==> src/rtl/rv32_mc_ctrl.sv <==
// rtl/rv32_mc_ctrl.sv - multi-cycle control FSM for the RV32I core
//
// Purpose:
//   Sequences FETCH -> DECODE -> EXEC -> (MEM) -> WB for each instruction. It
//   selects the immediate format from the latched opcode and drives the IR, PC
//   and register-file write strobes and the imem/dmem request handshakes. An
//   illegal opcode or a memory wait of TIMEOUT cycles parks the FSM in TRAP
//   until reset.
//
// Ports:
//   i_clk            system clock, all state on rising edge
//   i_rst            synchronous active-high reset
//   i_inst[31:0]     instruction word from IR (valid from DECODE onward)
//   i_imem_ready     instruction memory has data for the current fetch
//   i_dmem_ready     data memory completed the current load
//   i_branch_taken   ALU compare result, sampled in EXEC
//   o_imem_req       fetch request, held while waiting in FETCH
//   o_ir_we          1-cycle IR load strobe
//   o_imm_control    00=I, 01=B, 10=J, 11=none
//   o_alu_src_imm    ALU operand B = immediate
//   o_dmem_req       load request, held while waiting in MEM
//   o_reg_we         1-cycle register-file write strobe
//   o_wb_sel         00=ALU, 01=dmem data, 10=PC+4
//   o_pc_we          1-cycle PC update strobe
//   o_pc_sel         0=PC+4, 1=ALU target
//   o_retire         1-cycle instruction-complete pulse
//   o_trap           sticky error flag
module rv32_mc_ctrl #(
  parameter int TIMEOUT = 200,
  parameter int TO_W    = 8
) (
  input  logic        i_clk,
  input  logic        i_rst,
  input  logic [31:0] i_inst,
  input  logic        i_imem_ready,
  input  logic        i_dmem_ready,
  input  logic        i_branch_taken,
  output logic        o_imem_req,
  output logic        o_ir_we,
  output logic [1:0]  o_imm_control,
  output logic        o_alu_src_imm,
  output logic        o_dmem_req,
  output logic        o_reg_we,
  output logic [1:0]  o_wb_sel,
  output logic        o_pc_we,
  output logic        o_pc_sel,
  output logic        o_retire,
  output logic        o_trap
);

  localparam logic [6:0] OP_IMM = 7'b0010011;
  localparam logic [6:0] OP_LD  = 7'b0000011;
  localparam logic [6:0] OP_JLR = 7'b1100111;
  localparam logic [6:0] OP_BR  = 7'b1100011;
  localparam logic [6:0] OP_JAL = 7'b1101111;
  localparam logic [6:0] OP_OP  = 7'b0110011;

  localparam logic [TO_W-1:0] TO_MAX = TO_W'(TIMEOUT);

  typedef enum logic [2:0] {
    S_FETCH  = 3'd0,
    S_DECODE = 3'd1,
    S_EXEC   = 3'd2,
    S_MEM    = 3'd3,
    S_WB     = 3'd4,
    S_TRAP   = 3'd5
  } state_t;

  state_t          r_state;
  state_t          w_next;
  logic [TO_W-1:0] r_wait;
  logic [6:0]      r_opcode;
  logic [1:0]      r_imm;
  logic            r_pc_sel;

  logic            w_wait_inc;
  logic [1:0]      w_imm_dec;
  logic            w_legal;
  logic            w_pc_sel_nxt;
  logic            w_imem_req;
  logic            w_ir_we;
  logic            w_alu_src_imm;
  logic            w_dmem_req;
  logic            w_reg_we;
  logic [1:0]      w_wb_sel;
  logic            w_pc_we;
  logic            w_retire;
  logic            w_trap;

  always_ff @(posedge i_clk) begin
    if (i_rst) begin
      r_state  <= S_FETCH;
      r_wait   <= '0;
      r_opcode <= '0;
      r_imm    <= 2'b11;
      r_pc_sel <= 1'b0;
    end else begin
      r_state <= w_next;
      // Counter restarts on every state change, so it only ever measures the
      // current wait in FETCH or MEM.
      if (w_next != r_state) begin
        r_wait <= '0;
      end else if (w_wait_inc) begin
        r_wait <= r_wait + 1'b1;
      end
      if (r_state == S_DECODE) begin
        r_opcode <= i_inst[6:0];
        r_imm    <= w_imm_dec;
      end
      if (r_state == S_EXEC) begin
        r_pc_sel <= w_pc_sel_nxt;
      end
    end
  end

  always_comb begin
    w_imm_dec = 2'b11;
    w_legal   = 1'b1;
    case (i_inst[6:0])
      OP_IMM, OP_LD, OP_JLR: w_imm_dec = 2'b00;
      OP_BR:                 w_imm_dec = 2'b01;
      OP_JAL:                w_imm_dec = 2'b10;
      OP_OP:                 w_imm_dec = 2'b11;
      default:               w_legal   = 1'b0;
    endcase
  end

  always_comb begin
    w_pc_sel_nxt = 1'b0;
    if ((r_opcode == OP_JAL) || (r_opcode == OP_JLR)) begin
      w_pc_sel_nxt = 1'b1;
    end else if (r_opcode == OP_BR) begin
      w_pc_sel_nxt = i_branch_taken;
    end
  end

  always_comb begin
    w_next        = r_state;
    w_wait_inc    = 1'b0;
    w_imem_req    = 1'b0;
    w_ir_we       = 1'b0;
    w_alu_src_imm = 1'b0;
    w_dmem_req    = 1'b0;
    w_reg_we      = 1'b0;
    w_wb_sel      = 2'b00;
    w_pc_we       = 1'b0;
    w_retire      = 1'b0;
    w_trap        = 1'b0;
    case (r_state)
      S_FETCH: begin
        w_imem_req = 1'b1;
        // Ready wins over a counter that has just reached TIMEOUT.
        if (i_imem_ready) begin
          w_ir_we = 1'b1;
          w_next  = S_DECODE;
        end else if (r_wait == TO_MAX) begin
          w_next = S_TRAP;
        end else begin
          w_wait_inc = 1'b1;
        end
      end
      S_DECODE: begin
        w_next = w_legal ? S_EXEC : S_TRAP;
      end
      S_EXEC: begin
        w_alu_src_imm = (r_opcode != OP_OP);
        w_next        = (r_opcode == OP_LD) ? S_MEM : S_WB;
      end
      S_MEM: begin
        w_dmem_req = 1'b1;
        if (i_dmem_ready) begin
          w_next = S_WB;
        end else if (r_wait == TO_MAX) begin
          w_next = S_TRAP;
        end else begin
          w_wait_inc = 1'b1;
        end
      end
      S_WB: begin
        w_pc_we  = 1'b1;
        w_retire = 1'b1;
        w_reg_we = (r_opcode != OP_BR);
        if (r_opcode == OP_LD) begin
          w_wb_sel = 2'b01;
        end else if ((r_opcode == OP_JAL) || (r_opcode == OP_JLR)) begin
          w_wb_sel = 2'b10;
        end
        w_next = S_FETCH;
      end
      S_TRAP: begin
        w_trap = 1'b1;
      end
      default: begin
        w_next = S_TRAP;
      end
    endcase
  end

  // While reset is held every request and strobe is forced low, so an
  // in-flight fetch or load is dropped in the reset cycle itself.
  assign o_imem_req    = w_imem_req    & ~i_rst;
  assign o_ir_we       = w_ir_we       & ~i_rst;
  assign o_imm_control = i_rst ? 2'b11 : r_imm;
  assign o_alu_src_imm = w_alu_src_imm & ~i_rst;
  assign o_dmem_req    = w_dmem_req    & ~i_rst;
  assign o_reg_we      = w_reg_we      & ~i_rst;
  assign o_wb_sel      = i_rst ? 2'b00 : w_wb_sel;
  assign o_pc_we       = w_pc_we       & ~i_rst;
  assign o_pc_sel      = r_pc_sel      & ~i_rst;
  assign o_retire      = w_retire      & ~i_rst;
  assign o_trap        = w_trap        & ~i_rst;

endmodule

==> config.mk <==
export PLATFORM = sky130hd
export DESIGN_NAME = rv32_mc_ctrl
export DESIGN_NICKNAME = d
export VERILOG_FILES = /design/src/rtl/rv32_mc_ctrl.sv
export SDC_FILE = /design/constraint.sdc
export NUM_CORES = 1
export LEC_CHECK = 0
export ABC_AREA = 1
export BUFFER_PORTS_ARGS = -buffer_cell sky130_fd_sc_hd__buf_4
export CAP_MARGIN = 20
export CORE_MARGIN = 4
export CORE_UTILIZATION = 29
export CTS_BUF_LIST = sky130_fd_sc_hd__clkbuf_2 sky130_fd_sc_hd__clkbuf_4 sky130_fd_sc_hd__clkbuf_8
export DETAILED_ROUTE_END_ITERATION = 8
export PLACE_DENSITY_LB_ADDON = 0.12
export SKIP_CTS_REPAIR_TIMING = 1
export SYNTH_ARGS = -nofsm -noshare
export SYNTH_HDL_FRONTEND = slang
export SYNTH_SLANG_ARGS = --single-unit
==> constraint.sdc <==
create_clock -name i_clk -period 2.3 [get_ports i_clk]
set_clock_uncertainty 0.1 [all_clocks]
set_input_delay 0.115 -clock i_clk [delete_from_list [all_inputs] [get_ports i_clk]]
set_output_delay 0.115 -clock i_clk [all_outputs]
set_load 0.01 [all_outputs]
# After elaboration in Yosys (flattened, before gate mapping)
# Cells that the tools add are included.
totals:
  reg_bits: 21
  in_bits: 37
  out_inout_bits: 13
  wordCells: 66
op_classes:
  add_sub_neg: 1
  n_eq_ne: 19
  n_mux: 27
  n_bitwise: 9
  reduce_logical: 5
ops:
  columns: ["op", "n"]
  rows:
  - ["$eq A7 B7 Y1 const B", 6]
  - ["$pmux W3 S6", 1]
  - ["$mux W3", 5]
  - ["$eq A7 B2 Y1 const B", 2]
  - ["$mux W1", 14]
  - ["$mux W2", 5]
  - ["$add A8 B1 Y8 const B", 1]
  - ["$and A1 B1 Y1", 8]
  - ["$eq A8 B8 Y1 const B", 1]
  - ["$eq A7 B5 Y1 const B", 1]
  - ["$eq A7 B6 Y1 const B", 1]
  - ["$ne A7 B6 Y1 const B", 1]
  - ["$ne A7 B7 Y1 const B", 1]
  - ["$eq A3 B2 Y1 const B", 2]
  - ["$eq A3 B3 Y1 const B", 2]
  - ["$pmux W2 S3", 1]
  - ["$reduce_or A6 Y1", 1]
  - ["$eq A3 B1 Y1 const B", 1]
  - ["$logic_not A3 Y1", 1]
  - ["$ne A3 B3 Y1", 1]
  - ["$reduce_or A3 Y1", 1]
  - ["$pmux W1 S2", 1]
  - ["$reduce_or A2 Y1", 1]
  - ["$logic_or A1 B1 Y1", 1]
  - ["$not A1 Y1", 1]

# Longest topological paths before layout
# Gate-level depths: netlist of the first run.
logic_depth:
  ltp_word: 7
  ltp_mapped: 12
  depth_no_buf: 12

# Worst setup path before layout of the first run
# Ideal clock, no wire load.
synth_timing:
  path_type: "register -> register"
  startpoint: "reg r_wait[0]"
  endpoint: "reg r_wait[5]"
  setup_time_ns: 0.114
  arrival_ns: 1.308
  t_required_ns: 2.086
  path_slack_ns: 0.778
  stages_incl_launch_ff: 12
  path_buffers: 0
  synth_period_minus_slack_ns: 1.522
  path_cell_list: "dfxtp_1 > inv_1 > ha_1 > nand3_1 > inv_1 > nand2_2 > nand2_2 > nand2_4 > nand4_1 > xor2_1 > inv_1 > nor2_1"
synth_via:
  elab_chain_cells: 6
  word_cells_on_any_way: 12
  cone_classes: "add/sub: 1; eq/ne: 2; mux: 8; reduce/logical: 1"
synth_lines:
  columns: ["element", "line", "rtl"]
  rows:
  - ["start, declared", "71", "logic [TO_W-1:0] r_wait;"]
  - ["start signal, assigned", "104", "r_wait <= r_wait + 1'b1;"]
  - ["$eq A8 B8 Y1", "156, 173", null]
  - ["$mux W3", "156, 173", null]
  - ["$mux W3 (on tied branches)", "171, 153", null]
  - ["$pmux W3 S6", "149", "case (r_state)"]
  - ["$ne A3 B3 Y1", "101", "if (w_next != r_state) begin"]
  - ["$reduce_or A2 Y1 (no line)", null, null]
# Parallel ways exist; a longest one is shown, timed or not.
# A chain may end at the register's enable or synchronous reset.

# Worst setup path after layout of the first run
layout_timing:
  startpoint: "in i_inst[1]"
  endpoint: "reg r_wait[2]"
layout_via:
  elab_chain_cells: 7
  word_cells_on_any_way: 12
  cone_classes: "eq/ne: 7; mux: 3; reduce/logical: 2"
layout_lines:
  columns: ["element", "line", "rtl"]
  rows:
  - ["start, declared", "34", "input logic [31:0] i_inst,"]
  - ["$eq A7 B6 Y1 (tied with other cells)", "119", "case (i_inst[6:0])"]
  - ["$reduce_or A6 Y1 (no line) *", null, null]
  - ["$mux W1 *", "119", null]
  - ["$mux W3 *", "163", "w_next = w_legal ? S_EXEC : S_TRAP;"]
  - ["$pmux W3 S6 *", "149", null]
  - ["$ne A3 B3 Y1 *", "101", null]
  - ["$reduce_or A2 Y1 (no line) *", null, null]
# Mark *: on every way between the ends. The rest lies on a longest branch, timed or not.

==> impl_metrics.py, run 1 <==
metrics = {
    "sta": {
        "setup_viol": 0,
        "relSlewSlack": 0.713,
        "hold_viol": 1,
        "period_minus_slack_ps": 1760,
        "rsz0062_at_grt": "false",
        "fin_tns_setup_ps": 0,
        "min_period_over_period": 0.765,
        "final_max_slew_viol_count": 0,
        "hold_ws_ps": -4.77,
        "fmax_mhz": 568,
        "tightest_slew_ps": 427,
    },
    "power_and_ir_drop": {
        "p_sw_uw": 331,
        "p_leak_nw": 0.672,
        "ir_drop_uv": 221,
        "seq_power_share": 0.441,
        "cellPowerDensity_nw_per_um2": 613,
        "p_int_uw": 646,
        "p_clk_frac": 0.265,
        "share_comb_of_total_power": 0.294,
        "switching_share": 0.339,
    },
    "outcome": {
        "violations": "negative hold slack",
        "status": "complete, but fails checks",
    },
    "cells_and_area": {
        "final_area_um2": 1590,
        "most-common-layout-cells": "36 x nand2_1, 33 x nor2_1, 31 x inv_1",
        "drive_gt1_frac": 0.213,
        "register_area_um2": 420,
        "multi_input_area_um2": 736,
        "areaGrowthSynthToFinish_pct": 22.5,
        "diodes": 0,
        "fin_util": 0.366,
        "nets": 265,
        "fill_cells": 483,
        "final_common_cell": "nand2_1",
    },
    "grt": {
        "grt_max_degree": 16,
        "grt_pass1_vias": 1112,
        "grtUsageTotal": 0.116,
        "grt_antenna_before_repair": 0,
        "grt_overflow_total": 0,
        "grt_first_pass_wirelength_mm": 5.08,
    },
    "floorplanning": {
        "rows": 24,
        "start_util": 0.298,
        "die_y_um": 74.9,
        "core_area_um2": 4350,
        "die_w_um": 74.9,
        "io_pins": 50,
        "dieArea_um2": 5610,
    },
    "route": {
        "wl_mm": 2.96,
        "via_count": 1246,
        "viasPerCell": 4.50,
        "drtAntennaViolNets": 0,
        "drc_errors": 0,
        "drt_iter0_markers": 49,
        "wl_per_cell_um": 10.7,
        "first_pass_iters": 4,
    },
    "critical_path": {
        "critical_path_required_ps": 2400,
        "endpoint_kind": "flip-flop",
        "critPathMaxFanout": 8,
        "startpoint_type": "primary input",
        "critPathArrivalTime_ps": 1860,
        "worstSetupPathType": "in -> reg",
    },
    "min_path": {
        "min_path_type": "in -> reg",
    },
    "clocking": {
        "htreeDepth": 1,
        "cts_tree": "yes",
        "clock-root-buffer": "clkbuf_8",
        "cts_buffer_depth": 2,
        "cts.sinks": 21,
        "clk_latency_ps": 260,
        "clk_pin_slew_worst_paths_ps": 80,
        "cts_buffers": 3,
    },
    "yosys": {
        "syn_inst": 198,
        "netlist_area_um2": 1300,
        "ys_seq_area_frac": 0.324,
        "syn_avg_cell_area_um2": 6.56,
        "syn_nets": 237,
        "synth_cell_type_count": 30,
        "yosysWarnings": 0,
        "synth-seq-cells": 21,
    },
    "placement": {
        "port_buffers": 24,
        "place_area_um2": 1530,
        "dp_hpwl_mm": 2.33,
        "gp_congestion": 0.790,
    },
    "flow_run": {
        "cap_violations": 0,
    },
}
-- cell families after synthesis --
group,synth area share
AOI/OAI and AO/OA,0.125
xor gates and xnor gates,0.0472
adders and majority gates,0.0193
buffers and inverters,0.110
DFF,0.324
and+or+nand+nor,0.375
-- final timing paths --
check,start,to,slack (ps),cells after the start
max,i_inst[1],r_wait[2],540,10
min,i_inst[0],r_opcode[0],-5,3
max reg2reg,r_state[0],r_wait[2],580,8
min reg2reg,r_imm[0],r_imm[0],360,2
-- Yosys cell counts --
library cell  instances  area [um^2]
a21oi_1              10         50.1
a21oi_2               2         17.5
a31oi_1               3         18.8
a41oi_1               1         8.76
buf_4                 2         15.0
clkbuf_1              1         3.75
clkinv_1              1         3.75
dfxtp_1              21          420
ha_1                  2         25.0
inv_1                31          116
inv_2                 1         3.75
nand2_1              36          135
nand2_2               5         31.3
nand2_4               1         11.3
nand3_1               7         35.0
nand3_2               1         10.0
nand3_4               1         17.5
nand4_1               5         31.3
nor2_1               33          124
nor2_2                5         31.3
nor3_1                2         10.0
nor3_2                1         10.0
nor3b_1               1         7.51
nor4_1                2         12.5
o211ai_1              1         7.51
o21ai_0              12         60.1
or2_2                 2         12.5
or4_1                 1         7.51
xnor2_1               1         8.76
xor2_1                6         52.6
-- worst max-delay path, stage by stage --
cell and delay (ps):
dlygate4sd3_1 520, buf_4 100, nand2_1 80, nor2_1 200, o21ai_0 160, nand4_1 210
nand3_1 100, nand2_1 110, nand3_4 140, nor2_1 110
-- cell type report --
class                           instances  share of cell area
Sequential cell                        21               0.264
Multi-Input combinational cell        141               0.462
Tap cell                               52              0.0409
Inverter                               33              0.0778
Timing Repair Buffer                   26               0.124
Clock buffer                            4              0.0307
-- power by group through the flow --
stage	sequential (mW)	combinational (mW)	clock (mW)
floorplan	0.433	0.208	0
global placement	0.439	0.291	0
detailed placement	0.440	0.290	0
CTS	0.432	0.291	0.270
global route	0.439	0.326	0.285
finish	0.431	0.287	0.258
-- metal layers --
layer	track usage	wire, um	vias to the layer above
met5	0	0	-
met2	0.167	1280	22
met3	0.0214	115	5
met1	0.169	1510	540
li1	-	-	679
met4	0.0474	53	0
-- sequential cells by signal, summed over array words and instances, names as in the netlist --
register,cells
r_imm,2
r_opcode,7
r_pc_sel,1
r_state,3
r_wait,8
-- metrics by stage --
stage                     setup slack (ps)  hold WS (ps)  instances  total power, mW
after floorplan                        778           150        198            0.641
after global placement                 571           263        272            0.730
after detailed placement               557           263        272            0.730
after CTS                              548         -17.8        276            0.992
after global routing                   336          1.72        277             1.05
final                                  541         -4.77        277            0.976
(Power assumes the default switching activity.)
==> run 2, diff against run 1 <==
==> constraint.sdc (replaced) <==
create_clock -name i_clk -period 1.6 [get_ports i_clk]
set_clock_uncertainty 0.1 [all_clocks]
set_input_delay 0.08 -clock i_clk [delete_from_list [all_inputs] [get_ports i_clk]]
set_output_delay 0.08 -clock i_clk [all_outputs]
set_load 0.01 [all_outputs]
==> run 2 against run 1 <==
The flow finishes with violations (negative hold slack, negative setup slack). Combinational power is 100% higher. Clock power is 41% higher. Utilization is 8.4 points higher. Global-route usage is 0.45 points higher. Total power is 62% higher. Worst setup slack worse by 570 ps. Final cell count is 9.0% higher. Sequential share of layout area is 4.1 points lower. Die area stayed put. Non-clock buffer count is 25 higher. Cell area is 23% higher. Critical path type is now reg -> reg. Largest cell class unchanged. Largest power group unchanged. Highest routed layer unchanged.
==> impl_metrics.py, run 2 (synthesis results as in run 1) <==
metrics = {
    "cells_and_area": {
        "final_common_cell": "buf_4",
        "drive_gt1_frac": 0.432,
        "nets": 290,
        "regMostFlops": "r_wait",
        "diodes": 0,
        "areaGrowthSynthToFinish_pct": 50.7,
        "final_area_um2": 1960,
        "most-common-layout-cells": "46 x buf_4, 31 x nand2_1, 25 x inv_1",
        "largest_reg_flops": 8,
        "fin_cells": 302,
        "top_regs": "r_wait (8), r_opcode (7), r_state (3)",
    },
    "floorplanning": {
        "die_w_um": 74.9,
        "dieArea_um2": 5610,
        "core_area_um2": 4350,
        "start_util": 0.298,
        "io_pins": 50,
        "die_y_um": 74.9,
        "rows": 24,
    },
    "sta": {
        "period_minus_slack_ps": 1630,
        "hold_ws_ps": -15.7,
        "min_period_over_period": 1.02,
        "relSlewSlack": 0.789,
        "rsz0062_at_grt": "true",
        "hold_viol": 1,
        "fmax_mhz": 615,
        "final_max_slew_viol_count": 0,
        "tightest_slew_ps": 314,
        "setup_viol": 7,
        "finalWorstSetupSlack_ps": -25.1,
    },
    "clocking": {
        "cts.sinks": 21,
        "clock-root-buffer": "clkbuf_8",
        "cts_buffers": 3,
        "clk_latency_ps": 250,
        "htreeDepth": 1,
        "cts_buffer_depth": 2,
        "clk_pin_slew_worst_paths_ps": 80,
        "cts_tree": "yes",
    },
    "min_path": {
        "min_path_type": "in -> reg",
        "whs_endpoint": "r_opcode[3]",
        "min_from": "i_inst[3]",
        "whs_path_depth": 3,
    },
    "route": {
        "drc_errors": 0,
        "wl_mm": 3.28,
        "drtAntennaViolNets": 0,
        "via_count": 1350,
        "drt_iter0_markers": 39,
        "wl_per_cell_um": 10.9,
        "first_pass_iters": 4,
        "viasPerCell": 4.47,
    },
    "grt": {
        "grt_first_pass_wirelength_mm": 5.26,
        "grt_antenna_before_repair": 0,
        "grt_pass1_vias": 1161,
        "grtUsageTotal": 0.121,
        "grt_overflow_total": 0,
        "grt_max_degree": 16,
    },
    "placement": {
        "place_ws_ps": -97.6,
        "gp_congestion": 0.760,
        "port_buffers": 24,
        "place_inst": 290,
        "dp_hpwl_mm": 2.48,
        "place_area_um2": 1670,
    },
    "outcome": {
        "violations": "negative hold slack, negative setup slack",
        "status": "complete, but fails checks",
    },
    "power_and_ir_drop": {
        "ir_drop_uv": 338,
        "p_leak_nw": 0.840,
        "cellPowerDensity_nw_per_um2": 810,
        "total_power_mw": 1.59,
    },
    "critical_path": {
        "critical_path_required_ps": 1700,
        "ff2ff_setup_slack_ps": -30,
        "worstSetupPathType": "reg -> reg",
        "r2r-end": "r_wait[7]",
        "endpoint_kind": "flip-flop",
        "rr_startpoint": "r_wait[1]",
        "startpoint_type": "flip-flop",
        "critPathMaxFanout": 8,
        "reg2regPathDepth": 12,
        "critPathArrivalTime_ps": 1720,
    },
    "flow_run": {
        "cap_violations": 0,
    },
}
[run 2: cell types whose count changed in the layout (fill, tap and decap cells not counted), sizes merged]
cell / delta
buf: +23
dlygate4sd3: +2
clkinv: -1
clkinvlp: +1
[run 2: how the worst max path moves through the flow]
| stage | start | slack, ps | depth (start not counted) | to |
|---|---|---|---|---|
| after floorplan | r_wait[0] | 80 | 11 | r_wait[5] |
| after global placement | r_state[0] | -90 | 8 | r_wait[2] |
| after detailed placement | r_state[0] | -100 | 8 | r_wait[6] |
| after CTS | r_state[0] | -130 | 8 | r_wait[6] |
| after global routing | r_wait[1] | -170 | 12 | r_wait[7] |
| final | r_wait[1] | -30 | 12 | r_wait[7] |
[run 2: metal layers]
| layer | up-vias | share of wire | GRT usage |
|---|---|---|---|
| met5 | - | 0 | 0 |
| met4 | 0 | 0.0076 | 0.0356 |
| met3 | 2 | 0.023 | 0.0200 |
| met2 | 13 | 0.46 | 0.183 |
| met1 | 606 | 0.51 | 0.175 |
| li1 | 729 | - | - |
[run 2: worst max-delay path, stage by stage, from the launching register on]
cell and delay, ps:
dfxtp_2 330, inv_2 70, ha_4 130, nand3_2 80, inv_2 70, nand2_4 70
a21oi_4 150, nor2_2 60, nand2_1 60, nand2_1 70, nand2_2 80, nand3_4 160
nor2_2 140
[run 2: layout make-up]
cell class | instances | area (um^2)
Sequential cell | 21 | 437
Fill cell | 471 | 2400
Tap cell | 52 | 65.1
Clock buffer | 4 | 48.8
Timing Repair Buffer | 51 | 398
Inverter | 33 | 130
Multi-Input combinational cell | 141 | 878
[run 2: where the power goes]
part	leakage, nW	switching [mW]	internal [mW]	total [mW]
clock	0.0262	0.170	0.194	0.364
combinational	0.638	0.325	0.257	0.582
sequential	0.176	0.0534	0.586	0.639
[run 2: through the flow]
stage | setup TNS, ps | util
CTS | -1600 | 0.394
global placement | -957 | 0.383
global route | -1240 | 0.449
detailed placement | -826 | 0.383
finish | -114 | 0.449
floorplan | 0 | -
==> run 3, diff against run 2 <==
--- a/config.mk
+++ b/config.mk
@@ -13,6 +13,7 @@
 export CTS_BUF_LIST = sky130_fd_sc_hd__clkbuf_2 sky130_fd_sc_hd__clkbuf_4 sky130_fd_sc_hd__clkbuf_8
 export DETAILED_ROUTE_END_ITERATION = 8
 export PLACE_DENSITY_LB_ADDON = 0.12
+export RECOVER_POWER = 100
 export SKIP_CTS_REPAIR_TIMING = 1
 export SYNTH_ARGS = -nofsm -noshare
 export SYNTH_HDL_FRONTEND = slang
==> run 3 against run 2 <==
The flow still finishes with violations (negative hold slack, negative setup slack). Flip-flop and latch count unchanged. Clock power about the same. Cell area decreased by 0.83%. Clock-buffer cell count unchanged. Global-route usage unchanged. Non-clock buffer count unchanged. Via count unchanged. Die area unchanged. Worst hold slack about the same.
==> impl_metrics.py, run 3 (synthesis results as in run 1) <==
metrics = {
    "sta": {
        "fin_tns_setup_ps": -114,
        "final_max_slew_viol_count": 0,
        "rsz0062_at_grt": "true",
        "fmax_mhz": 615,
        "relSlewSlack": 0.789,
        "finalWorstSetupSlack_ps": -25.1,
        "min_period_over_period": 1.02,
        "hold_viol": 2,
        "setup_viol": 7,
        "tightest_slew_ps": 314,
        "hold_ws_ps": -15.6,
        "period_minus_slack_ps": 1630,
    },
    "outcome": {
        "violations": "negative hold slack, negative setup slack",
        "status": "complete, but fails checks",
    },
    "critical_path": {
        "rr_startpoint": "r_wait[1]",
        "critPathArrivalTime_ps": 1720,
        "worstSetupPathType": "reg -> reg",
        "crit_start": "r_wait[1]",
        "critical_path_required_ps": 1700,
        "startpoint_type": "flip-flop",
        "ff2ff_setup_slack_ps": -30,
        "endpoint_kind": "flip-flop",
        "critPathMaxFanout": 8,
    },
    "floorplanning": {
        "die_w_um": 74.9,
        "dieArea_um2": 5610,
        "rows": 24,
        "io_pins": 50,
        "die_y_um": 74.9,
        "core_area_um2": 4350,
        "start_util": 0.298,
    },
    "cells_and_area": {
        "fin_util": 0.446,
        "diodes": 0,
        "fill_cells": 475,
        "largest_reg_flops": 8,
        "final_common_cell": "buf_4",
        "nets": 290,
        "regMostFlops": "r_wait",
        "most-common-layout-cells": "42 x buf_4, 31 x nand2_1, 25 x inv_1",
        "drive_gt1_frac": 0.420,
        "top_regs": "r_wait (8), r_opcode (7), r_state (3)",
        "areaGrowthSynthToFinish_pct": 49.4,
    },
    "route": {
        "wl_mm": 3.29,
        "viasPerCell": 4.47,
        "drtAntennaViolNets": 0,
        "wl_per_cell_um": 10.9,
        "first_pass_iters": 4,
        "via_count": 1350,
        "drt_iter0_markers": 34,
        "drc_errors": 0,
    },
    "grt": {
        "grtUsageTotal": 0.121,
        "grt_antenna_before_repair": 0,
        "grt_overflow_total": 0,
        "grt_first_pass_wirelength_mm": 5.26,
        "grt_pass1_vias": 1161,
        "grt_max_degree": 16,
    },
    "flow_run": {
        "cap_violations": 0,
    },
    "clocking": {
        "cts_buffers": 3,
        "htreeDepth": 1,
        "cts.sinks": 21,
        "clk_latency_ps": 250,
        "clock-root-buffer": "clkbuf_8",
        "cts_tree": "yes",
        "clk_pin_slew_worst_paths_ps": 80,
        "cts_buffer_depth": 2,
    },
    "power_and_ir_drop": {
        "p_leak_nw": 0.829,
        "ir_drop_uv": 337,
        "cellPowerDensity_nw_per_um2": 814,
    },
    "placement": {
        "gp_congestion": 0.760,
        "port_buffers": 24,
        "place_ws_ps": -97.6,
        "dp_hpwl_mm": 2.48,
    },
    "min_path": {
        "min_path_type": "in -> reg",
        "min_from": "i_inst[3]",
    },
}
==> run 3: cell count changes in the layout (fill, tap and decap cells not counted), sizes merged <==
cell / previous run / this run
buf: 48 / 44
clkbuf: 4 / 8
==> run 3: worst max-delay path, stage by stage, from the launching register on <==
cell	delay, ps
dfxtp_2	330
inv_2	70
ha_4	130
nand3_2	80
inv_2	70
nand2_4	70
a21oi_4	150
nor2_2	60
nand2_1	60
nand2_1	70
nand2_2	80
nand3_4	160
nor2_2	140
==> run 3: per-stage QoR <==
step	area, um^2	hold slack, ps	total power, mW	std cells
floorplan	1300	115	0.922	198
finish	1940	-15.6	1.58	302
CTS	1720	-42.6	1.49	294
global route	1940	1.40	1.70	302
detailed placement	1670	230	1.12	290
global placement	1670	225	1.13	290
==> run 3: per-layer routing <==
| layer | track usage | vias to the layer above | share of wire |
|---|---|---|---|
| met5 | 0 | - | 0 |
| met4 | 0.0356 | 0 | 0.0076 |
| met3 | 0.0200 | 2 | 0.023 |
| met2 | 0.183 | 13 | 0.46 |
| met1 | 0.175 | 606 | 0.51 |
| li1 | - | 729 | - |
==> run 3: final timing paths <==
kind / depth (start not counted) / end
max: 12 / r_wait[7]
min: 3 / r_opcode[3]
max reg2reg: 12 / r_wait[7]
min reg2reg: 2 / r_imm[0]
==> run 3: power by group <==
part / internal (mW) / switching (mW) / leakage (nW) / total [mW]
clock: 0.194 / 0.170 / 0.0262 / 0.364
sequential: 0.586 / 0.0534 / 0.176 / 0.639
combinational: 0.252 / 0.323 / 0.627 / 0.575
==> run 3: cell type report <==
cell class / count / area (um^2) / area share
clock buffer: 4 / 48.8 / 0.0251
inverter: 33 / 130 / 0.0671
multi-input combinational: 141 / 873 / 0.450
sequential: 21 / 437 / 0.225
tap: 52 / 65.1 / 0.0335
timing repair buffer: 51 / 387 / 0.199
